==> config.mk <==
export PLATFORM = sky130hd
export DESIGN_NAME = fetch_redirect_ctrl
export DESIGN_NICKNAME = d
export VERILOG_FILES = /design/src/rtl/fetch_redirect_ctrl_pkg.sv /design/src/rtl/fetch_redirect_ctrl_pred_queue.sv /design/src/rtl/fetch_redirect_ctrl.sv
export SDC_FILE = /design/constraint.sdc
export NUM_CORES = 1
export LEC_CHECK = 0
export ABC_AREA = 1
export CAP_MARGIN = 20
export CORE_MARGIN = 4
export CORE_UTILIZATION = 45
export CTS_CLUSTER_DIAMETER = 100
export DETAILED_ROUTE_END_ITERATION = 8
export HOLD_SLACK_MARGIN = 0.06
export PLACE_DENSITY = 0.68
export RECOVER_POWER = 100
export SYNTH_ARGS = -nofsm -noshare
export SYNTH_HDL_FRONTEND = slang
export SYNTH_HIERARCHICAL = 1
export SYNTH_SLANG_ARGS = --single-unit
==> constraint.sdc <==
create_clock -name clk -period 16.6 [get_ports clk]
set_input_delay 3.32 -clock clk [delete_from_list [all_inputs] [get_ports clk]]
set_output_delay 3.32 -clock clk [all_outputs]
set_load 0.05 [all_outputs]
==> src/rtl/fetch_redirect_ctrl_pkg.sv <==
// Shared types for the fetch redirect controller: FSM states, next-PC selects, queue entry.
package fetch_redirect_ctrl_pkg;

    localparam int unsigned XLEN    = 32;
    localparam int unsigned ENTRY_W = 2 * XLEN;

    typedef enum logic [1:0] {
        RC_BOOT    = 2'd0,
        RC_RUN     = 2'd1,
        RC_RECOVER = 2'd2
    } rc_state_e;

    typedef enum logic [1:0] {
        NPC_SEQ    = 2'd0,
        NPC_HOLD   = 2'd1,
        NPC_DEC    = 2'd2,
        NPC_ACTUAL = 2'd3
    } npc_sel_e;

    // One in-flight prediction: where fetch went, and where it would fall through.
    typedef struct packed {
        logic [XLEN-1:0] pred_next;
        logic [XLEN-1:0] fallthru;
    } pred_entry_t;

endpackage

==> src/rtl/fetch_redirect_ctrl_pred_queue.sv <==
// In-order prediction FIFO; clear wins over push, push into a full queue needs a same-cycle pop.
module fetch_redirect_ctrl_pred_queue
    import fetch_redirect_ctrl_pkg::*;
#(
    parameter int unsigned DEPTH = 4
) (
    input  logic        clk,
    input  logic        rst_n,
    input  logic        push,
    input  logic        pop,
    input  logic        clear,
    input  pred_entry_t push_data,
    output pred_entry_t head,
    output logic        full,
    output logic        empty
);

    localparam int unsigned PW = $clog2(DEPTH);

    logic [PW:0]        wr_ptr_q;
    logic [PW:0]        rd_ptr_q;
    logic [ENTRY_W-1:0] mem_q [DEPTH];
    logic               do_push;
    logic               do_pop;

    assign empty   = (wr_ptr_q == rd_ptr_q);
    assign full    = (wr_ptr_q[PW] != rd_ptr_q[PW]) && (wr_ptr_q[PW-1:0] == rd_ptr_q[PW-1:0]);
    assign do_pop  = pop & ~empty;
    assign do_push = push & ~clear & (~full | do_pop);
    assign head    = mem_q[rd_ptr_q[PW-1:0]];

    // Pointer update; the extra MSB distinguishes full from empty.
    always_ff @(posedge clk or negedge rst_n) begin
        if (!rst_n) begin
            wr_ptr_q <= '0;
            rd_ptr_q <= '0;
        end else if (clear) begin
            wr_ptr_q <= '0;
            rd_ptr_q <= '0;
        end else begin
            if (do_push) wr_ptr_q <= wr_ptr_q + (PW+1)'(1);
            if (do_pop)  rd_ptr_q <= rd_ptr_q + (PW+1)'(1);
        end
    end

    // Entry storage; contents are only meaningful between the pointers.
    always_ff @(posedge clk) begin
        if (do_push) mem_q[wr_ptr_q[PW-1:0]] <= push_data;
    end

endmodule

==> src/rtl/fetch_redirect_ctrl.sv <==
// Fetch PC owner: records decode predictions, checks them at execute, redirects and squashes.
module fetch_redirect_ctrl
    import fetch_redirect_ctrl_pkg::*;
#(
    parameter logic [31:0] RESET_PC = 32'h4000_0000,
    parameter int unsigned QDEPTH   = 4
) (
    input  logic        clk,
    input  logic        rst_n,
    input  logic        stall,
    input  logic        dec_valid,
    input  logic        dec_is_ctrl,
    input  logic [31:0] dec_pc,
    input  logic [31:0] dec_target,
    input  logic        dec_taken,
    input  logic        ex_valid,
    input  logic        ex_is_ctrl,
    input  logic        ex_taken,
    input  logic [31:0] ex_target,
    output logic [31:0] fetch_pc,
    output logic        kill_fetch,
    output logic        kill_dec,
    output logic        mispredict,
    output logic        dec_hold,
    output logic        proto_err,
    output logic [31:0] ctrl_cnt,
    output logic [31:0] mispred_cnt
);

    rc_state_e   state_q;
    rc_state_e   state_d;
    npc_sel_e    npc_sel;
    logic [31:0] fetch_pc_d;
    logic [31:0] actual;
    logic [31:0] fallthru;
    logic        q_full;
    logic        q_empty;
    logic        pop;
    logic        push;
    pred_entry_t head;
    pred_entry_t push_data;

    assign fallthru   = dec_pc + 32'd4;
    assign push_data  = '{pred_next: (dec_taken ? dec_target : fallthru), fallthru: fallthru};
    assign pop        = ex_valid & ex_is_ctrl & ~q_empty;
    assign actual     = ex_taken ? ex_target : head.fallthru;
    assign mispredict = pop & (actual != head.pred_next);
    assign dec_hold   = q_full & dec_valid & dec_is_ctrl & ~pop;
    assign push       = dec_valid & dec_is_ctrl & ~stall & ~dec_hold & ~mispredict
                      & (state_q == RC_RUN);

    fetch_redirect_ctrl_pred_queue #(
        .DEPTH (QDEPTH)
    ) u_pred_queue (
        .clk       (clk),
        .rst_n     (rst_n),
        .push      (push),
        .pop       (pop),
        .clear     (mispredict),
        .push_data (push_data),
        .head      (head),
        .full      (q_full),
        .empty     (q_empty)
    );

    // FSM state register.
    always_ff @(posedge clk or negedge rst_n) begin
        if (!rst_n) state_q <= RC_BOOT;
        else        state_q <= state_d;
    end

    // Next state, squash outputs and next-PC select.
    always_comb begin
        state_d    = state_q;
        kill_fetch = 1'b0;
        kill_dec   = 1'b0;
        npc_sel    = NPC_SEQ;
        case (state_q)
            RC_BOOT: begin
                kill_dec = 1'b1;
                state_d  = RC_RUN;
            end
            RC_RUN: begin
                if (mispredict) state_d = RC_RECOVER;
            end
            RC_RECOVER: begin
                kill_dec = 1'b1;
                state_d  = mispredict ? RC_RECOVER : RC_RUN;
            end
            default: begin
                kill_dec = 1'b1;
                state_d  = RC_BOOT;
            end
        endcase
        if (mispredict) begin
            npc_sel    = NPC_ACTUAL;
            kill_fetch = 1'b1;
            kill_dec   = 1'b1;
        end else if (push && dec_taken) begin
            npc_sel    = NPC_DEC;
            kill_fetch = 1'b1;
        end else if (stall) begin
            npc_sel    = NPC_HOLD;
        end
    end

    // Next fetch PC mux.
    always_comb begin
        fetch_pc_d = fetch_pc + 32'd4;
        case (npc_sel)
            NPC_ACTUAL: fetch_pc_d = actual;
            NPC_DEC:    fetch_pc_d = dec_target;
            NPC_HOLD:   fetch_pc_d = fetch_pc;
            default:    fetch_pc_d = fetch_pc + 32'd4;
        endcase
    end

    // Fetch PC, sticky protocol error and statistics counters.
    always_ff @(posedge clk or negedge rst_n) begin
        if (!rst_n) begin
            fetch_pc    <= RESET_PC;
            proto_err   <= 1'b0;
            ctrl_cnt    <= '0;
            mispred_cnt <= '0;
        end else begin
            fetch_pc <= fetch_pc_d;
            if (ex_valid && ex_is_ctrl && q_empty) proto_err <= 1'b1;
            if (pop)        ctrl_cnt    <= ctrl_cnt + 32'd1;
            if (mispredict) mispred_cnt <= mispred_cnt + 32'd1;
        end
    end

endmodule
[Word-level counts from Yosys, hierarchy flattened]
Memories as Yosys holds them, arrays and structs flattened.
Index checks and enable logic that the tools add are counted.
W data, S select, Z words.
Storage, ports and cells
  bits in registers: 105
  memories kept: 1
  bits of input ports: 105
  output and inout bits: 101
  memory bits (writable): 256
Memory list
  u_pred_queue.mem_q: words 4, bits a word 64, read ports 1, clocked after Yosys merged registers in 0, wr ports 1, RTL line fetch_redirect_ctrl_pred_queue.sv:22  | logic [ENTRY_W-1:0] mem_q [DEPTH];
Operators by class
  reduce and logical (&&, ||, !) cells: 7
  bitwise logic cells: 21
  $add $sub $neg: 6
  muxes and demuxes: 19
  eq/ne operators: 10
Operators with widths (number)
  $pmux W32 S3: 1
  $add A32 B1 Y32 const B: 2
  $add A32 B3 Y32 const B: 2
  $mux W32: 2
  $ne A32 B32 Y1: 1
  $and A1 B1 Y1: 14
  $mux W3: 4
  $mux W2: 4
  $mux W1: 7
  $add A3 B1 Y3 const B: 2
  $eq A2 B2 Y1 const B: 3
  $not A1 Y1: 6
  $pmux W2 S3: 1
  $eq A2 B1 Y1 const B: 2
  $logic_and A1 B1 Y1: 4
  $reduce_bool A2 Y1: 2
  $eq A3 B3 Y1: 1
  $eq A2 B2 Y1: 1
  $logic_not A2 Y1: 1
  $ne A2 B2 Y1 const B: 1
  $ne A1 B1 Y1: 1
  $or A1 B1 Y1: 1

[Logic depth before layout (Yosys ltp)]
  depth in word-level cells: 14
  depth in mapped cells: 24
  mapped depth without buffers: 21

[By module]
Netlist, hierarchy kept.
By module, submodules not included
  fetch_redirect_ctrl_pred_queue: area each 9932.0 sq um, cells an instance 682, instances 1, seq. area each 7837.5 sq um
  fetch_redirect_ctrl: area each 8269.2 sq um, cells an instance 1284, instances 1, seq. area each 2478.6 sq um

[Least setup slack after synthesis]
Ideal clock, no wire load.
  path type: in2out
  from: in ex_valid
  to: out dec_hold
  cell stages on the path: 3
  path slack: 7.995 ns
  path buffers: 0
  arrival: 5.285 ns
  path through: nand3b_4 -> clkinv_1 -> nor4_1
On the way
  longest elaborated chain between the ends: 4
RTL lines
  start: declaration: RTL line fetch_redirect_ctrl.sv:16  | input logic ex_valid,
  $and A1 B1 Y1 (2 in series): RTL line fetch_redirect_ctrl.sv:45  | assign pop = ex_valid & ex_is_ctrl & ~q_empty;
  named net pop: RTL line fetch_redirect_ctrl.sv:38  | logic pop;
  $not A1 Y1: RTL line fetch_redirect_ctrl.sv:48  | assign dec_hold = q_full & dec_valid & dec_is_ctrl & ~pop;
  $and A1 B1 Y1: RTL line fetch_redirect_ctrl.sv:48
  end: declaration: RTL line fetch_redirect_ctrl.sv:24  | output logic dec_hold,
The timed path passes the listed nets, and every way through them passes these cells.

[Final worst setup path]
  from: in ex_taken
  to: out mispredict
On the way
  longest elaborated chain between the ends: 3
RTL lines
  start: declaration: RTL line fetch_redirect_ctrl.sv:18  | input logic ex_taken,
  $mux W32: RTL line fetch_redirect_ctrl.sv:46  | assign actual = ex_taken ? ex_target : head.fallthru;
  $ne A32 B32 Y1: RTL line fetch_redirect_ctrl.sv:47  | assign mispredict = pop & (actual != head.pred_next);
  $and A1 B1 Y1: RTL line fetch_redirect_ctrl.sv:47
  end: declaration: RTL line fetch_redirect_ctrl.sv:23  | output logic mispredict,
No other way between the ends.

==> flow_metrics.py <==
metrics = {
    "die": {
        "die-area_sq_um": 43700,
        "initial_utilization_pct": 45.7,
        "boundaryPins": 206,
        "std_cell_rows": 73,
        "die_w_um": 209,
        "design.core.area_sq_um": 39800,
        "chipHeight_um": 209,
    },
    "worst_setup_path": {
        "start_kind": "primary input",
        "arrival_ps": 9720,
        "rr_startpoint": "u_pred_queue/rd_ptr_q[0]",
        "crit_path_end_kind": "output pin",
        "critPathKind": "in -> out",
        "required_ps": 13280,
        "startpoint": "ex_taken",
        "crit_path_max_fanout": 66,
    },
    "final_layout": {
        "utilization_pct": 54.5,
        "area_delta_synth_final_pct": 19.3,
        "fillerInstances": 3656,
        "diodes": 0,
        "fin_nets": 2260,
        "drive_gt1_share_pct": 4.09,
    },
    "global_route": {
        "grt_antenna_before_repair": 0,
        "grt_pass1_vias": 13900,
        "grt_use_total_pct": 23.2,
        "grt_pass1_wl_um": 80500,
        "grt_max_degree": 97,
        "grt_overflow": 0,
    },
    "timing": {
        "fmax_mhz": 76.7,
        "setup_tns_ps": 0,
        "fin_crit_sh_pct": 78.6,
        "layout_setup_ws_ps": 3560,
        "hold-worst-slack_ps": 456,
        "tightest_slew_ps": 4520,
        "setup_viol": 0,
        "finalHoldViolCount": 0,
        "slew_violations": 505,
        "rsz0062_at_grt": "no",
        "finalCriticalPeriod_ps": 13040,
        "clock_skew_ps": 22.5,
        "slew_headroom_pct": -201,
    },
    "clock_network": {
        "h-tree-depth": 2,
        "clk_pin_slew_ps": 50,
        "cts_tree": "built",
        "root_buffer": "clkbuf_16",
        "post_cts_buffers": 0,
        "clock-sinks": 361,
        "cts_made_buffers": 39,
        "hold_buffers": 0,
        "post_cts_resized": 0,
        "clk_latency_ps": 540,
        "clock_path_buffers": 3,
    },
    "place": {
        "pre_cts_ws_ps": 6330,
        "hpwl_um": 36200,
        "gp_congestion": 0.909,
        "port-buffer-count": 205,
    },
    "pwr": {
        "power_w": 0.00333,
        "combPwrFrac_pct": 38.7,
        "clockPowerShare_pct": 25.3,
        "seqPwrFrac_pct": 36.0,
        "p_leak_nw": 8.85,
        "power.density_nw_per_um2": 153,
        "switchingPower_w": 0.00139,
        "p_int_w": 0.00194,
        "peakVddDrop_mv": 0.0774,
        "switching_share_pct": 41.7,
    },
    "flow_run": {
        "cap_viol_max_count": 9,
    },
    "run_status": {
        "status": "finished with violations",
        "violations": "capacitance limit, slew limit",
    },
    "routing": {
        "antenna_left": 0,
        "via_per_inst": 5.46,
        "avgRoutedWirePerCell_um": 19.3,
        "via_count": 14700,
        "firstDrtPassIters": 5,
        "route.detailed.drc": 0,
        "wirelength_um": 52100,
        "drt_iter0_markers": 1279,
    },
    "hold_path": {
        "holdCritPathClass": "reg -> reg",
        "min-delay-start": "proto_err",
    },
    "synth": {
        "synth_cell_types": 49,
        "syn_avg_cell_area_sq_um": 9.26,
        "ys_warn_count": 6,
        "ys_ff_latch": 361,
        "ys.flop_type": "edfxtp_1",
        "synth.net_count": 2080,
        "seq_area_frac_synth_pct": 56.7,
        "synth_cells": 1966,
        "synth_edf_count": 256,
        "synth_area_sq_um": 18200,
        "async_flop_share_pct": 29.1,
    },
}
synthesized netlist by cell type, drive strengths merged, types with 2 or more instances:
cell type  instances  area share (%)
a21oi              8            0.28
buf               39             1.7
clkbuf            39            0.81
clkinv             4           0.082
dfrtp            104              14
edfxtp           256              42
ha                 9            0.62
inv              128             2.7
nand2            553              12
nand3             83             2.4
nand3b            27             1.2
nand4             46             1.7
nor2             264             5.6
nor3              37             1.1
nor3b              2           0.082
nor4              12            0.41
o21ai            157             4.3
o22ai             64             2.2
o311ai            16            0.77
xnor2             45             2.3
xor2              68             3.3
through the flow:
stage	instance area, sq um	instances
floorplan	18200	1966
global placement	20600	2630
detailed placement	20600	2630
CTS	21800	2700
global route	21700	2700
finish	21700	2700
cells in the final DEF, fill, tap and decap left out, drive strengths merged:
cell type and count:
nand2 553, nor2 264, edfxtp 256, o21ai 157, inv 129, dlygate4sd3 105, dfrtp 104, clkdlybuf4s50 98
nand3 83, xor2 68, o22ai 64, clkbuf 62, nand4 46, xnor2 45, nor3 37, nand3b 27
o311ai 16, clkinv 16, nor4 12, ha 9, a21oi 8, buf 5, nor3b 2, bufinv 2
clkinvlp 2, o31ai 1, o211ai 1, and3 1, a31o 1, dfstp 1
state kept, by name, summed over array words and instances (netlist names):
name and flops:
ctrl_cnt 32, fetch_pc 32, mispred_cnt 32, proto_err 1, state_q 2, u_pred_queue/mem_q 256, u_pred_queue/rd_ptr_q 3, u_pred_queue/wr_ptr_q 3
per-layer routing:
| metal | routed length, um | track usage, % |
|---|---|---|
| met4 | 1830 | 7.49 |
| met2 | 24000 | 36.6 |
| met5 | 0 | 0 |
| met3 | 3700 | 2.96 |
| met1 | 22600 | 33.5 |
final timing paths:
kind                       depth (start not counted)  slack (ps)                        end
setup reg to reg                                  19        7850  u_pred_queue/mem_q[1][60]
hold reg to reg                                    1         460                  proto_err
setup / recovery                                  15        3560                 mispredict
hold / removal                                     1         460                  proto_err
min in group asynchronous                          1        3450             mispred_cnt[2]
max in group asynchronous                          2        8850               ctrl_cnt[13]
power groups by stage:
stage	logic, W	registers, W	clock network (W)
finish	0.00129	0.00120	0.000843
global route	0.00140	0.00121	0.000896
CTS	0.00132	0.00119	0.000854
detailed placement	0.00131	0.00121	0
global placement	0.00129	0.00121	0
floorplan	0.000706	0.00139	0
area by class of cell:
cell class,count,area (sq um),area share (%)
clock inverter,17,175,0.807
multi-input combinational,1395,6900,31.8
inverter,132,503,2.32
clock buffer,53,1060,4.88
sequential,361,10300,47.5
tap,525,657,3.02
timing repair buffer,217,2100,9.67
critical path, stage by stage:
cell	delay (ps)
clkdlybuf4s50_1	480
clkbuf_1	1150
clkinvlp_2	1730
nand2_1	420
nand2_1	130
nand2_1	80
nand2_1	50
nand2_1	60
nor2_1	50
nand2_1	100
nor2_1	50
nand2_1	220
nand2_8	260
inv_4	590
dlygate4sd3_1	970
logic make-up (layout without fill, tap and decap cells):
| logic type | after synthesis | after routing | share of synthesized area (%) |
|---|---|---|---|
| compound gates | 248 | 248 | 7.80 |
| buf+inv | 210 | 419 | 5.29 |
| fa+ha+maj | 9 | 9 | 0.619 |
| flops | 361 | 361 | 56.7 |
| xor+xnor | 113 | 113 | 5.54 |
| simple gates | 1025 | 1025 | 24.1 |
Note: power is estimated with default switching activity, not from simulation.
